$ cat src/rtl/if_stage_buf.sv
// if_stage_buf: instruction-fetch stage with a small output FIFO.
//   Owns the fetch PC and issues reads to an instruction SRAM with a fixed
//   1-cycle read latency. Each returned word is paired with its PC and queued.
//   The queue head goes to decode over a valid/allowin handshake. A redirect
//   (br_valid) flushes everything that is queued or in flight.
// Ports:
//   clk, resetn                  clock, async active-low reset
//   inst_sram_en/wen/addr/wdata  SRAM request (read-only use, wen/wdata tied 0)
//   inst_sram_rdata              data for the request of the previous cycle
//   br_valid, br_target          redirect pulse and target (low 2 bits ignored)
//   ds_allowin                   decode accepts the head this cycle
//   fs_to_ds_valid/pc/inst       FIFO head toward decode
module if_stage_buf #(
  parameter int          DEPTH    = 4,
  parameter logic [31:0] RESET_PC = 32'h1c000000
) (
  input  logic        clk,
  input  logic        resetn,
  output logic        inst_sram_en,
  output logic        inst_sram_wen,
  output logic [31:0] inst_sram_addr,
  output logic [31:0] inst_sram_wdata,
  input  logic [31:0] inst_sram_rdata,
  input  logic        br_valid,
  input  logic [31:0] br_target,
  input  logic        ds_allowin,
  output logic        fs_to_ds_valid,
  output logic [31:0] fs_to_ds_pc,
  output logic [31:0] fs_to_ds_inst
);

  localparam int PW = $clog2(DEPTH);
  localparam int CW = PW + 1;

  typedef struct packed {
    logic [31:0] pc;
    logic [31:0] inst;
  } fs_entry_t;

  fs_entry_t       mem [DEPTH];
  logic [PW-1:0]   rd_ptr, wr_ptr;
  logic [CW-1:0]   count;
  logic            inflight;
  logic [31:0]     rsp_pc;
  logic [31:0]     fetch_pc;

  logic            pop, push, issue;
  logic [CW:0]     occ;
  logic            br_unused;

  assign br_unused = ^br_target[1:0];

  assign fs_to_ds_valid = (count != '0);
  // Masked when empty so stale storage never shows on the outputs.
  assign fs_to_ds_pc    = fs_to_ds_valid ? mem[rd_ptr].pc   : '0;
  assign fs_to_ds_inst  = fs_to_ds_valid ? mem[rd_ptr].inst : '0;

  assign pop  = fs_to_ds_valid & ds_allowin & ~br_valid;
  // A response landing in a redirect cycle is dropped with the flush.
  assign push = inflight & ~br_valid;

  // Credit check: stored + outstanding after this cycle's pop must leave a
  // free slot, so a returning word always has somewhere to go.
  assign occ   = {1'b0, count} + (CW+1)'(inflight) - (CW+1)'(pop);
  assign issue = resetn & ~br_valid & (occ < (CW+1)'(DEPTH));

  assign inst_sram_en    = issue;
  assign inst_sram_wen   = 1'b0;
  assign inst_sram_addr  = fetch_pc;
  assign inst_sram_wdata = '0;

  always_ff @(posedge clk or negedge resetn) begin
    if (!resetn) begin
      fetch_pc <= RESET_PC;
      rsp_pc   <= '0;
      inflight <= 1'b0;
      count    <= '0;
      rd_ptr   <= '0;
      wr_ptr   <= '0;
    end else if (br_valid) begin
      fetch_pc <= {br_target[31:2], 2'b00};
      inflight <= 1'b0;
      count    <= '0;
      rd_ptr   <= '0;
      wr_ptr   <= '0;
    end else begin
      inflight <= issue;
      if (issue) begin
        fetch_pc <= fetch_pc + 32'd4;
        rsp_pc   <= fetch_pc;
      end
      if (push) wr_ptr <= wr_ptr + PW'(1);
      if (pop)  rd_ptr <= rd_ptr + PW'(1);
      case ({push, pop})
        2'b10:   count <= count + CW'(1);
        2'b01:   count <= count - CW'(1);
        default: count <= count;
      endcase
    end
  end

  // Storage needs no reset: reads are masked by count.
  always_ff @(posedge clk) begin
    if (push) mem[wr_ptr] <= '{pc: rsp_pc, inst: inst_sram_rdata};
  end

endmodule

$ cat config.mk
export PLATFORM = sky130hd
export DESIGN_NAME = if_stage_buf
export DESIGN_NICKNAME = d
export VERILOG_FILES = /design/src/rtl/if_stage_buf.sv
export SDC_FILE = /design/constraint.sdc
export NUM_CORES = 1
export LEC_CHECK = 0
export BUFFER_PORTS_ARGS = -buffer_cell sky130_fd_sc_hd__buf_2
export CAP_MARGIN = 20
export CORE_MARGIN = 1
export CORE_UTILIZATION = 40
export DETAILED_ROUTE_END_ITERATION = 6
export PLACE_DENSITY = 0.64
export SETUP_SLACK_MARGIN = 0.5
export SKIP_CTS_REPAIR_TIMING = 1
export SLEW_MARGIN = 0
export SYNTH_ARGS = -nofsm -noshare
export SYNTH_HDL_FRONTEND = slang
export SYNTH_SLANG_ARGS = --single-unit
$ cat constraint.sdc
create_clock -name clk -period 5 [get_ports clk]
set_input_delay 1.5 -clock clk [delete_from_list [all_inputs] [get_ports clk]]
set_output_delay 1.5 -clock clk [all_outputs]
set_load 0.01 [all_outputs]
==> impl_results.md <==
* Async SR Flop Fraction at 21.5%
* H-tree depth at 2
* RSZ-0062 raised after global routing: yes
* DIE WIDTH at around 180 um
* 1st-pass router iterations at 5
* Post-DP Area at 0.0144 mm2
* Final wirelength at between 20 and 30 mm
* Clock Sinks at 316
* Clk_skew at 0.0186 ns
* Via count at 7156
* Yosys Warn Count at 0
* Setup TNS at 0 ns
* Antenna violations before repair at 0
* Count leader, synth: edfxtp_1
* Worst setup EP type: primary output
* Port buffer count at 159
* Placed cell count at 1331
* Clock Tree Buf Depth at 3
* Unique masters post-synth at 46
* Global-route wire length before repair at 41.7 mm
* CTS tree: done
* Syn Inst Count at around 760
* DP HPWL at 17.0 mm
* Largest net degree at the start of global routing at 70
* Gr usage total at 16.5%
* R2R Path Start: count[0]
* CTS Buf Count at 35
* WP data required at 3.50 ns
* Synthesis-to-finish area growth at 18.8%
* Grt total ovfl at 0
* Status: finished, final reports clean
* Worst VDD drop at approximately 0.24 mV
* Area contributors post-synth: edfxtp_1, dfrtp_1, mux4_2, nor2b_1, mux2_2
* Register clock-pin slew on the reported worst setup and hold paths at 0.06 ns
* Tcrit/Tclk final at 89.9%
* Leak at around 5.5 nW
* Root Driver: clkbuf_16
* HP Start: rsp_pc[24]
* Slew headroom at ~39%
* Area share of the largest cell type after synthesis at 57.0%
* Fraction of layout cells with a size suffix above 1 at 35.7%
* I/O pins at between 150 and 200
* Post-synth top cells: edfxtp_1, dfrtp_1, mux4_2, nor2b_1, buf_4
* Antenna fix cells at 0
* Yosys top cell by area: edfxtp_1
* Post-synthesis sequential area ratio at between 70% and 80%
* Power Density at 516 mW/mm2
* Final cell count without fillers at roughly 1400
* Row cnt at 65
* Fill cell count at 2806
* Initial DRC count at a little over 400
* Post-placement setup slack at slightly below 0.3 ns
* HP Class: reg -> reg
* Final-report hold violation count at 0
* Min Clock Period, post-route at 4.49 ns
* Register area at 0.00916 mm2
* Worst setup path category: in -> out
* Worst setup margin at 0.507 ns
* Placer Congestion at 0.736
* Main synth FF type: edfxtp_1
* Crit path max fanout at 3
* Antenna Nets Post-Route at 0
* Avg Cell Area, Syn at 17.3 um2
* # Max-Cap Violations at 0
* Post-Layout Inst Area at 0.0155 mm2
* Routed length per instance at 19.7 um
* Nets@finish at 1013
* Vias per cell at ~5.1
* Worst-Margin Slew at 0.919 ns
* Synth Cell Area at 0.0131 mm2
* Residual DRC count at 0
* Initial Util at 41.0%
* Setup crit start: ds_allowin
* Critical Path AT at about 3.0 ns
* Clock latency on the worst-skew pair at 0.51 ns
* Final setup violation count at 0
* Area of the multi-input gates at approximately 0.0037 mm2
* Fmax at 223 MHz
* Core ar. at roughly 0.032 mm2
* Die Y at 183 um
* EDFF count, synth at 248
* Seq cells post-synth at 316
* Die outline area at approximately 0.033 mm2
* Post-layout util at 48.7%
* Startpoint types: input port
* Vias in the first global route at 7095
* Pins Over Slew Limit at 0
flip-flops by register name, indices dropped and copies added, names as in the netlist:
| signal | cells |
|---|---|
| inst_sram_addr | 30 |
| count | 3 |
| rsp_pc | 30 |
| rd_ptr | 2 |
| inflight | 1 |
| mem | 248 |
| wr_ptr | 2 |
area by class of cell:
| type | count | area share [%] |
|---|---|---|
| sequential | 316 | 59.0 |
| multi-input combinational | 388 | 23.5 |
| timing repair buffer | 182 | 6.60 |
| clock buffer | 46 | 6.05 |
| tap | 435 | 3.51 |
| clock inverter | 18 | 0.991 |
| inverter | 13 | 0.314 |
where the power goes:
group          leakage (nW)  total, mW  switching (mW)  internal (mW)
combinational          1.95       1.98            1.01          0.966
clock                 0.525       2.43            1.00           1.43
sequential             3.05       3.59           0.323           3.27
total                  5.53       8.01            2.34           5.67
worst max-delay path: stages:
cell	delay (ns)
buf_8	0.08
o31ai_4	0.07
nor2_4	0.09
ha_2	0.17
inv_2	0.04
ha_4	0.22
and3b_4	0.19
o2111a_2	0.28
nor2_4	0.14
nor2_4	0.06
buf_6	0.14
placed cells by master, fill, tap and decap left out, drive strengths merged, types with 9 or more instances in the layout:
master | synthesis | layout
edfxtp | 248 | 248
dfrtp | 65 | 65
nor2 | 22 | 22
nor2b | 62 | 62
inv | 12 | 13
a31oi | 9 | 9
xor2 | 12 | 12
mux4 | 62 | 62
and3 | 9 | 9
nand2 | 23 | 23
mux2 | 32 | 32
conb | 1 | 37
clkbuf | 25 | 46
o21ai | 24 | 24
xnor2 | 13 | 13
nand3 | 11 | 11
buf | 49 | 182
clkinv | 1 | 15
per-stage QoR:
stage	hold WS (ns)	power, mW
finish	0.519	8.01
global route	0.530	8.40
CTS	0.517	8.09
detailed placement	0.503	5.64
global placement	0.492	5.59
floorplan	0.469	4.87
layer usage:
| layer | part of all wire (%) | wire, um | GRT usage, % | up-vias |
|---|---|---|---|---|
| met2 | 48 | 13200 | 26.6 | 228 |
| met5 | 0 | 0 | 0 | - |
| met1 | 44 | 12200 | 23.1 | 3675 |
| met3 | 6.4 | 1770 | 3.28 | 33 |
| met4 | 1.6 | 431 | 4.37 | 0 |
| li1 | - | - | - | 3220 |
final timing paths:
kind                                      end  slack, ns  depth (start not counted)
setup / recovery                 inst_sram_en       0.51                         11
hold / removal                     mem[3][56]       0.52                          0
setup reg to reg           inst_sram_addr[25]       1.68                         11
hold reg to reg                    mem[3][56]       0.52                          0
max in group asynchronous           rd_ptr[1]       3.07                          2
min in group asynchronous   inst_sram_addr[7]       1.26                          2
logic make-up after synthesis:
| kind of cell | synth area share (%) |
|---|---|
| compound gates | 3.12 |
| xor+xnor | 1.68 |
| fa+ha+maj | 0.919 |
| buf+inv | 3.66 |
| flops | 70.0 |
| mux | 13.6 |
| other cells | 0.0287 |
| simple gates | 6.98 |
No activity file was read; power rests on OpenSTA's default activity.
